--- config.mk ---
export PLATFORM = sky130hd
export DESIGN_NAME = axis_uart_tx
export DESIGN_NICKNAME = d
export VERILOG_FILES = /design/src/rtl/uart_pkg.sv /design/src/rtl/uart_baud_tick.sv /design/src/rtl/axis_uart_tx.sv
export SDC_FILE = /design/constraint.sdc
export NUM_CORES = 1
export LEC_CHECK = 0
export ABC_AREA = 0
export ABC_CLOCK_PERIOD_IN_PS = 3100
export CAP_MARGIN = 0
export CORE_UTILIZATION = 60
export DETAILED_ROUTE_END_ITERATION = 10
export PLACE_DENSITY_LB_ADDON = 0.15
export SETUP_SLACK_MARGIN = 0.05
export SYNTH_ARGS = -nofsm -noshare
export SYNTH_HDL_FRONTEND = slang
export SYNTH_SLANG_ARGS = --single-unit
--- constraint.sdc ---
create_clock -name clock -period 3.1 [get_ports clock]
set_input_delay 0.62 -clock clock [delete_from_list [all_inputs] [get_ports clock]]
set_output_delay 0.62 -clock clock [all_outputs]
set_load 0.05 [all_outputs]
--- src/rtl/uart_pkg.sv ---
// uart_pkg: state encoding and parity helper shared by the UART tx/rx blocks.
package uart_pkg;

   typedef enum logic [2:0] {
      S_IDLE   = 3'd0,
      S_START  = 3'd1,
      S_DATA   = 3'd2,
      S_PARITY = 3'd3,
      S_STOP   = 3'd4
   } uart_state_e;

   // Zero-extended words up to 9 bits; the padding does not change the XOR.
   function automatic logic uart_parity(input logic [8:0] data, input logic odd);
      return ^data ^ odd;
   endfunction

endpackage

--- src/rtl/uart_baud_tick.sv ---
// uart_baud_tick: bit-period divider; tick_o marks the last cycle of every bit.
module uart_baud_tick #(
   parameter int CLOCK_DIV = 434
) (
   input  logic clock,
   input  logic resetn,
   input  logic clear_i,
   output logic tick_o
);

   localparam int W = $clog2(CLOCK_DIV);
   localparam logic [W-1:0] LAST = W'(CLOCK_DIV - 1);

   logic [W-1:0] div_q, div_d;

   assign tick_o = div_q == LAST;

   always_comb div_d = clear_i || tick_o ? '0 : div_q + W'(1);

   always_ff @(posedge clock or negedge resetn)
      if (!resetn) div_q <= '0;
      else div_q <= div_d;

endmodule

--- src/rtl/axis_uart_tx.sv ---
// axis_uart_tx: axis sink serialising words onto an async UART line, LSB first.
// Define AXIS_UART_TX_PARITY_EN to append a parity bit (PARITY_ODD selects odd).
module axis_uart_tx
   import uart_pkg::*;
#(
   parameter int CLOCK_DIV  = 434,
   parameter int DATA_BITS  = 8,
   parameter int STOP_BITS  = 1,
   parameter bit PARITY_ODD = 1'b0
) (
   input  logic                 clock,
   input  logic                 resetn,
   input  logic [DATA_BITS-1:0] idata,
   input  logic                 ivalid,
   output logic                 iready,
   output logic                 txd,
   output logic                 busy
);

   localparam int CW = $clog2(DATA_BITS + 1);
   localparam logic [CW-1:0] LAST_DATA = CW'(DATA_BITS - 1);
   localparam logic [CW-1:0] LAST_STOP = CW'(STOP_BITS - 1);

   uart_state_e          state_q, state_d;
   logic [DATA_BITS-1:0] shift_q, shift_d;
   logic [CW-1:0]        cnt_q, cnt_d;
   logic                 txd_q, txd_d, busy_q, busy_d;
   logic                 tick, xfer;
`ifdef AXIS_UART_TX_PARITY_EN
   logic                 parity_q, parity_d;
`endif

   uart_baud_tick #(.CLOCK_DIV(CLOCK_DIV)) u_tick (
      .clock   (clock),
      .resetn  (resetn),
      .clear_i (state_q == S_IDLE),
      .tick_o  (tick)
   );

   // The next word is taken in the final stop cycle so frames abut without a gap.
   assign iready = state_q == S_IDLE || (state_q == S_STOP && cnt_q == LAST_STOP && tick);
   assign xfer   = ivalid && iready;
   assign txd    = txd_q;
   assign busy   = busy_q;

   always_comb begin
      state_d = state_q;
      shift_d = shift_q;
      cnt_d   = cnt_q;
      txd_d   = txd_q;
      busy_d  = busy_q;
`ifdef AXIS_UART_TX_PARITY_EN
      parity_d = parity_q;
`endif
      if (tick)
         case (state_q)
            S_START: begin
               state_d = S_DATA;
               txd_d   = shift_q[0];
               shift_d = shift_q >> 1;
               cnt_d   = '0;
            end
            S_DATA:
               if (cnt_q == LAST_DATA) begin
`ifdef AXIS_UART_TX_PARITY_EN
                  state_d = S_PARITY;
                  txd_d   = parity_q;
`else
                  state_d = S_STOP;
                  txd_d   = 1'b1;
                  cnt_d   = '0;
`endif
               end else begin
                  txd_d   = shift_q[0];
                  shift_d = shift_q >> 1;
                  cnt_d   = cnt_q + CW'(1);
               end
`ifdef AXIS_UART_TX_PARITY_EN
            S_PARITY: begin
               state_d = S_STOP;
               txd_d   = 1'b1;
               cnt_d   = '0;
            end
`endif
            S_STOP:
               if (cnt_q == LAST_STOP) begin
                  state_d = S_IDLE;
                  busy_d  = 1'b0;
               end else cnt_d = cnt_q + CW'(1);
            default: ;
         endcase
      if (xfer) begin
         state_d = S_START;
         txd_d   = 1'b0;
         busy_d  = 1'b1;
         shift_d = idata;
         cnt_d   = '0;
`ifdef AXIS_UART_TX_PARITY_EN
         parity_d = uart_parity(9'(idata), PARITY_ODD);
`endif
      end
   end

   always_ff @(posedge clock or negedge resetn)
      if (!resetn) begin
         state_q <= S_IDLE;
         shift_q <= '0;
         cnt_q   <= '0;
         txd_q   <= 1'b1;
         busy_q  <= 1'b0;
`ifdef AXIS_UART_TX_PARITY_EN
         parity_q <= 1'b0;
`endif
      end else begin
         state_q <= state_d;
         shift_q <= shift_d;
         cnt_q   <= cnt_d;
         txd_q   <= txd_d;
         busy_q  <= busy_d;
`ifdef AXIS_UART_TX_PARITY_EN
         parity_q <= parity_d;
`endif
      end

endmodule

==> impl_results.md, run 1 <==
- Status: finished, final reports clean
- Syn nets: 163
- Syn Inst Count: 148
- Count of state elements after synthesis: 26
- Nets: 178
- Synth Warn #: 0
- # resized after CTS: 0
- Share of cells above drive strength 1: 15.4%
- Setup_tns: 0 ps
- Distinct cell type count after synthesis: 42
- Largest net degree at the start of global routing: 27
- Crit path DAT: 2100 ps
- Global-route wire length before repair: 4.71 mm
- P&R area growth vs syn: 12.5%
- Clk buf depth: 2
- Gr usage total: 24.4%
- Register area share after synthesis: 44.5%
- Critical path type: reg2out
- Initial DRC Count: 25
- Worst Setup SP: u_tick.div_q[2]
- DRC errors left: 0
- Routed WL per cell: 14.6 µm
- Non-Filler Instances: 190
- CTS tree: built
- Ports: 14
- Pwr Density: 325 nW/µm²
- Final estimated routing congestion in global placement: 0.798
- Total gr overflow: 0
- Post CTS Setup Buffer Count: 0
- Detailed-placement wirelength estimate: 2.03 mm
- Mapped cell area: 1460 µm²
- Period utilization: 87.8%
- PortBufs: 13
- Syn Area/Cell: 9.89 µm²
- Core area: 2250 µm²
- Max_cap viols: 0
- Hold_sp: txd
- Worst r2r src: u_tick.div_q[0]
- CTS Sinks: 26
- Routed Antenna Nets: 0
- Row count: 17
- Hold Vio Cnt, Final: 0
- Drt total wl: 2.78 mm
- Slew @ Worst Pin: 1070 ps
- Final slew viol count: 0
- Die height: 51.4 µm
- Largest area contributor in the netlist: dfrtp_1
- Post-synth top area share: 42.7%
- Crit path required time: 2480 ps
- Worst-path fanout max: 4
- WHS Path Cells: 2
- Max Fclk: 367 MHz
- Initial antenna violation count: 0
- Clock skew: 2.65 ps
- Primary FF master, synth: dfrtp_1
- Crit. End Element: primary output
- RSZ-0062 raised after global routing: false
- Ant. Diodes: 0
- Cts hold-fix bufs: 0
- Worst-case reg-to-reg path depth: 6
- First-pass detailed-route iteration total: 4
- Final min period: 2720 ps
- Cts bufs inserted: 3
- Die Wd: 51.4 µm
- Final setup viols: 0
- Initial Utilization: 64.9%
- Number of synthesized flops with an enable pin: 0
- Post-synth top cells: dfrtp_1 (25), nor2_1 (19), nand2_1 (18), mux2_2 (8), o2bb2ai_1 (7)
- Clk slew on worst S/H paths: 130 ps
- Startpoint Class: register
- HP Class: reg2reg
- Vias per cell: 5.87
- Top-count cell post-synth: dfrtp_1
- Slew HR: 28.3%
- DIE AREA: 2640 µm²
- Root buffer cell: clkbuf_4
- H-tree lvl count: 1
- Peak supply drop: 281 µV
- Worst-Skew Late Latency: 310 ps
- Placed Cells: 186
- Ys async rst share: 100%
- Via count: 1116
- Synth top area cells: dfrtp_1 (43%), mux2_2 (6.2%), nor2_1 (4.9%)
- Vias in the first global route: 1076
- Leak: 0.688 nW
==> worst max-delay path, cell delays in order, from the launching register on <==
cell and delay, ps:
dfrtp_1 450, or4b_4 590, nor2_1 240, nand2_1 80, a21boi_0 200, buf_4 230
==> layout by cell type, fill, tap and decap left out, types with 2 or more instances in the layout <==
cell	n
or3b_2	3
nor3b_1	2
ha_1	4
o21ai_0	4
xnor2_1	5
clkbuf_4	3
o2bb2ai_1	7
xor2_1	3
nand3_1	6
nand2_1	18
o31ai_1	4
mux2_2	8
inv_1	5
or2_2	2
dfrtp_1	25
buf_4	3
nor2_1	19
a2bb2oi_1	2
a21oi_1	3
clkdlybuf4s50_1	12
==> metrics by stage <==
stage	total power [W]	util [%]	instance area, µm²	setup slack, ps	hold WS [ps]
3_5_place_dp	0.000397	71.9	1620	421	459
5_1_grt	0.000563	73.0	1650	289	494
2_1_floorplan	0.000373	-	1460	108	324
6_report	0.000535	73.0	1650	378	476
3_3_place_gp	0.000396	71.9	1620	451	456
4_1_cts	0.000543	73.0	1650	363	480
==> state kept, by name (all words and copies together) (netlist names) <==
name,flops
state_q,3
u_tick.div_q,9
shift_q,8
cnt_q,4
busy,1
txd,1
==> where the power goes <==
group          switching, W  internal, W  total [W]
clock network     0.0000944    0.0000502   0.000145
registers        0.00000604     0.000347   0.000353
logic             0.0000156    0.0000220  0.0000376
total              0.000116     0.000419   0.000535
==> cell type report <==
class / count / area, µm²
Multi-Input combinational cell: 112 / 772
Tap cell: 28 / 35.0
Clock buffer: 4 / 26.3
Inverter: 5 / 18.8
Sequential cell: 26 / 652
Fill cell: 186 / 608
Timing Repair Buffer: 15 / 143
==> kinds of logic (layout without fill, tap and decap cells) <==
family	count (synthesis)	in the layout	synth area share, %
muxes	9	9	6.84
DFF	26	26	44.5
adders and majority gates	4	4	3.42
buffers and inverters	10	24	2.74
and+or+nand+nor	62	62	22.1
xor gates and xnor gates	8	8	4.79
AOI/OAI and AO/OA	29	29	15.6
==> final timing paths <==
kind | to | slack (ps)
setup / recovery | iready | 380
hold reg to reg | txd | 480
max in group asynchronous | txd | 2150
hold / removal | txd | 480
setup reg to reg | shift_q[5] | 730
min in group asynchronous | cnt_q[1] | 650
==> routing by layer <==
metal / global-route usage [%] / vias to the layer above / part of all wire, %
li1: - / 553 / -
met1: 31.1 / 546 / 46
met2: 40.9 / 15 / 51
met3: 3.87 / 2 / 2.4
met4: 9.91 / 0 / 0.61
met5: 0 / - / 0
Note: power is estimated with default switching activity, not from simulation.
==> run 2: changes to the inputs <==
Settings changed: CORE_ASPECT_RATIO set to 0.75, CORE_UTILIZATION 60 to 65, DONT_BUFFER_PORTS set to 1, SLEW_MARGIN set to 0.
==> impl_results.md, run 2 (synthesis gave the netlist of run 1 again) <==
- Max_cap viols: 0
- Slew HR: 26.7%
- Core area: 2070 µm²
- Crit path DAT: 2130 ps
- DRC errors left: 2
- Final slew viol count: 0
- Max stage delay on crit path: 580 ps
- Switching power: 0.000121 W
- Ports: 14
- Place WS: 684 ps
- Combinational share of power: 5.0%
- Row count: 14
- Most flops, register: u_tick.div_q
- Initial antenna violation count: 0
- Total gr overflow: 0
- Biggest regs: u_tick.div_q (9), shift_q (8), cnt_q (4)
- Gr usage total: 25.4%
- Ant. Diodes: 0
- Crit. End Element: primary output
- Die Wd: 56.8 µm
- Crit path required time: 2480 ps
- Reg2Reg Setup Slack: 650 ps
- PortBufs: 0
- Status: finished with violations
- Worst-case reg-to-reg path depth: 7
- Critical path type: reg2out
- Detailed-placement wirelength estimate: 2.00 mm
- Vias per cell: 6.32
- Final estimated routing congestion in global placement: 0.819
- Reg2reg end: cnt_q[3]
- Crit path max-delay cell type: or4b_4
- Worst path cell trace: or4b_4 > nor2_1 > nand2_1 > a21boi_1 > buf_4
- Final hold slack: 72.9 ps
- # resized after CTS: 0
- CTS tree: built
- P&R area growth vs syn: 4.27%
- Levels on crit path: 5
- Root buffer cell: clkbuf_4
- Final core utilization: 73.8%
- Sw Ratio: 22.8%
- First-pass detailed-route iteration total: 7
- Flip-flop count of the largest register after layout: 9
- Routed Antenna Nets: 0
- Share of cells above drive strength 1: 16.1%
- Slew @ Worst Pin: 1090 ps
- Startpoint Class: register
- Clk slew on worst S/H paths: 150 ps
- Drt total wl: 2.91 mm
- Cts bufs inserted: 3
- Peak supply drop: 267 µV
- Clock skew: 14.6 ps
- Nets: 165
- Worst-path fanout max: 5
- CTS Sinks: 26
- Crit path to: iready
- Int Pwr: 0.000410 W
- Sequential share of power: 66.4%
- HP Class: in2async
- Die height: 43.1 µm
- Final min period: 2750 ps
- CP delay by family, top: simple AND/OR/NAND/NOR gates
- RSZ-0062 raised after global routing: false
- Pwr Density: 348 nW/µm²
- Largest net degree at the start of global routing: 26
- Worst Setup SP: u_tick.div_q[3]
- Clock power frac: 28.6%
- Leak: 0.642 nW
- Fin worst setup slack: 345 ps
- Via count: 1094
- Period utilization: 88.9%
- Commonest non-fill, non-tap cell in the layout: dfrtp_1
- Global-route wire length before repair: 4.55 mm
- Routed WL per cell: 16.8 µm
- Worst r2r src: cnt_q[0]
- H-tree lvl count: 1
- Hold Vio Cnt, Final: 0
- Violated checks: DRC
- Clk buf depth: 2
- Final setup viols: 0
- Setup_tns: 0 ps
- Vias in the first global route: 982
- Initial DRC Count: 73
- WP buf/inv: 1
- Initial Utilization: 70.8%
- DIE AREA: 2450 µm²
- Most frequent cells in the layout: dfrtp_1 (25), nor2_1 (19), nand2_1 (18)
- Worst-Skew Late Latency: 330 ps
- Final total power: 0.000531 W
- Max Fclk: 363 MHz
- Filler cell count: 168
==> run 2: cell count changes in the layout (fill, tap and decap cells not counted), sizes merged <==
| cell | delta |
|---|---|
| buf | -1 |
| clkdlybuf4s50 | -12 |
==> run 2: repair_timing <==
item                      4_1_cts  5_1_grt
hold endpoints to repair       25        0
hold buffers                    1        0
buffers inserted                0        0
==> run 2: power groups by stage <==
stage	clock network, W	registers, W	logic, W
2_1_floorplan	0	0.000357	0.0000153
3_3_place_gp	0	0.000359	0.0000165
3_5_place_dp	0	0.000359	0.0000175
4_1_cts	0.000154	0.000353	0.0000268
5_1_grt	0.000165	0.000354	0.0000297
6_report	0.000152	0.000353	0.0000263
==> run 2: worst min path at each step <==
stage | from | end | cells past startpoint
after floorplan | resetn | busy | 0
after global placement | resetn | cnt_q[3] | 0
after detailed placement | resetn | cnt_q[3] | 0
after CTS | resetn | cnt_q[3] | 1
after global routing | resetn | cnt_q[3] | 1
final | resetn | cnt_q[3] | 1
==> run 2: final cells by class <==
type | instances | area, µm² | area share [%]
clock buffers | 4 | 26.3 | 1.72
well taps | 24 | 30.0 | 1.97
flip-flops and latches | 26 | 652 | 42.7
multi-input cells | 112 | 772 | 50.6
inverters | 5 | 18.8 | 1.23
repair buffers | 2 | 27.5 | 1.80
==> run 2: metrics by stage <==
step / area, µm² / cells
final: 1530 / 173
after global routing: 1530 / 173
after CTS: 1530 / 173
after detailed placement: 1480 / 168
after global placement: 1480 / 168
after floorplan: 1460 / 148
==> run 2: worst register-to-register path, stage by stage (launching register included) <==
cell and delay (ps):
dfrtp_1 450, inv_1 70, ha_1 150, or3b_2 500
nor4_4 530, a211oi_2 160, or2_0 280, o31ai_1 220
==> run 2: routing by layer <==
| metal | routed length, µm | vias to the layer above | global-route usage (%) | share of wire, % |
|---|---|---|---|---|
| li1 | - | 525 | - | - |
| met3 | 143 | 4 | 6.40 | 4.9 |
| met1 | 1360 | 535 | 33.5 | 47 |
| met4 | 33 | 0 | 7.80 | 1.1 |
| met5 | 0 | - | 0 | 0 |
| met2 | 1370 | 30 | 41.7 | 47 |
==> run 3: changes to the inputs <==
Settings changed: CAP_MARGIN 0 to 20, PLACE_DENSITY_LB_ADDON 0.15 to 0.08, SYNTH_HIERARCHICAL set to 1.
==> impl_results.md, run 3 <==
- Status: finished, final reports clean
- Max_cap viols: 0
- Die Wd: 60.2 µm
- Crit. End Element: primary output
- Initial Utilization: 70.3%
- Largest net degree at the start of global routing: 26
- Flip-flop count of the largest register after layout: 9
- CTS tree: built
- Max Fclk: 363 MHz
- Initial antenna violation count: 0
- Mapped cell area: 1650 µm²
- Setup_tns: 0 ps
- Top-count cell post-synth: dfrtp_1
- Drt total wl: 3.15 mm
- Worst-Skew Late Latency: 320 ps
- Clk slew on worst S/H paths: 130 ps
- CTS Sinks: 26
- Crit path DAT: 2130 ps
- Most frequent cells in the layout: dfrtp_1 (25), mux2_4 (14), inv_1 (11)
- Die height: 45.6 µm
- Crit path required time: 2480 ps
- Routed Antenna Nets: 0
- First-pass detailed-route iteration total: 4
- Leak: 0.738 nW
- Root buffer cell: clkbuf_4
- Syn Area/Cell: 11.1 µm²
- Final estimated routing congestion in global placement: 0.797
- Final setup viols: 0
- Syn Inst Count: 148
- Row count: 15
- Worst Setup SP: u_tick/div_q[2]
- Gr usage total: 26.3%
- Primary FF master, synth: dfrtp_1
- Via count: 1185
- Crit path max-delay cell type: dfrtp_1
- Worst path cell trace: or3_4 > nor3_1 > nand4bb_1 > a21boi_1 > buf_4
- Synth top area cells: dfrtp_1 (38%), mux2_4 (13%), ha_1 (3.0%)
- Max stage delay on crit path: 470 ps
- Final hold slack: 87.8 ps
- Register area share after synthesis: 39.5%
- Post-synth top area share: 37.9%
- Syn nets: 163
- Share of cells above drive strength 1: 23.0%
- DIE AREA: 2740 µm²
- Reg2reg end: shift_q[4]
- Number of synthesized flops with an enable pin: 0
- Worst r2r src: u_tick/div_q[2]
- Detailed-placement wirelength estimate: 2.31 mm
- HP Class: in2async
- Peak supply drop: 229 µV
- Final core utilization: 74.1%
- Startpoint Class: register
- Initial DRC Count: 67
- Vias in the first global route: 1137
- Hold Vio Cnt, Final: 0
- RSZ-0062 raised after global routing: false
- Worst-case reg-to-reg path depth: 6
- # resized after CTS: 0
- Critical path type: reg2out
- Vias per cell: 6.37
- Largest area contributor in the netlist: dfrtp_1
- Ant. Diodes: 0
- H-tree lvl count: 1
- Nets: 168
- Routed WL per cell: 16.9 µm
- Count of state elements after synthesis: 26
- Period utilization: 88.8%
- Core area: 2350 µm²
- Clk buf depth: 2
- Cts bufs inserted: 3
- Commonest non-fill, non-tap cell in the layout: dfrtp_1
- DRC errors left: 0
- Clock skew: 2.58 ps
- Final slew viol count: 0
- Global-route wire length before repair: 5.21 mm
- Total gr overflow: 0
- Final min period: 2750 ps
- Most flops, register: u_tick/div_q
- Reg2Reg Setup Slack: 390 ps
- P&R area growth vs syn: 5.46%
- Distinct cell type count after synthesis: 55
- Synth Warn #: 6
- PortBufs: 0
- Biggest regs: u_tick/div_q (9), shift_q (8), cnt_q (4)
- Pwr Density: 309 nW/µm²
- Slew @ Worst Pin: 622 ps
- Ports: 14
- Worst-path fanout max: 6
- Post-synth top cells: dfrtp_1 (25), mux2_4 (14), inv_1 (11), nand2_1 (8), nor2_1 (8)
- Slew HR: 58.3%
- Ys async rst share: 100%
-- run 3: cell count changes in the layout (fill, tap and decap cells not counted), sizes merged, moves of 4 or more --
cell,before,now
mux2,8,16
nand2,18,8
or2,4,0
inv,5,11
nand2b,1,5
nor2,19,8
o2bb2ai,7,1
-- run 3: worst max path at each step --
| stage | to | slack [ps] | depth (start not counted) |
|---|---|---|---|
| floorplan | iready | 70 | 4 |
| global placement | shift_q[4] | 530 | 6 |
| detailed placement | shift_q[4] | 410 | 6 |
| CTS | iready | 330 | 5 |
| global route | iready | 250 | 5 |
| finish | iready | 350 | 5 |
-- run 3: logic make-up after synthesis --
kind of cell	synth area share, %
fa+ha+maj	3.04
flops	39.5
buf+inv	4.40
mux	14.7
simple gates	16.8
compound gates	18.9
xor+xnor	2.66
-- run 3: cell type report --
| class | count | area [µm²] |
|---|---|---|
| inverter | 11 | 41.3 |
| clock buffer | 4 | 36.3 |
| fill | 164 | 607 |
| tap | 34 | 42.5 |
| multi-input combinational | 107 | 925 |
| sequential | 26 | 652 |
| timing repair buffer | 4 | 42.5 |
-- run 3: power breakdown --
part | internal, W | leakage, nW | switching (W)
clock network | 0.0000719 | 0.0210 | 0.0000981
registers | 0.000342 | 0.330 | 0.00000819
logic | 0.00000664 | 0.387 | 0.0000101
-- run 3: layer usage --
metal / GRT usage (%) / routed length [µm] / vias up
met1: 32.5 / 1390 / 601
met4: 5.12 / 22 / 0
met3: 6.53 / 115 / 4
li1: - / - / 559
met2: 46.8 / 1620 / 21
met5: 0 / 0 / -
-- run 3: timing repair --
action,in CTS,in global routing
endpoints found under the hold margin,25,0
setup buffers,0,0
hold buffers,1,0
setup endpoints to repair,0,0
-- run 3: worst max-delay path: cells and delay by family (launching register included) --
kind | cells | cell delay (ps)
buffers and inverters | 1 | 210
AO/OA/AOI/OAI | 1 | 210
AND/OR/NAND/NOR | 3 | 920
flip-flops | 1 | 470
-- run 3: through the flow --
step	total power, W	cell area (µm²)	cells	worst slack (ps)
5_1_grt	0.000559	1740	186	249
2_1_floorplan	0.000363	1650	148	74.3
4_1_cts	0.000550	1740	186	328
3_5_place_dp	0.000364	1680	181	415
6_report	0.000537	1740	186	348
3_3_place_gp	0.000364	1680	181	531
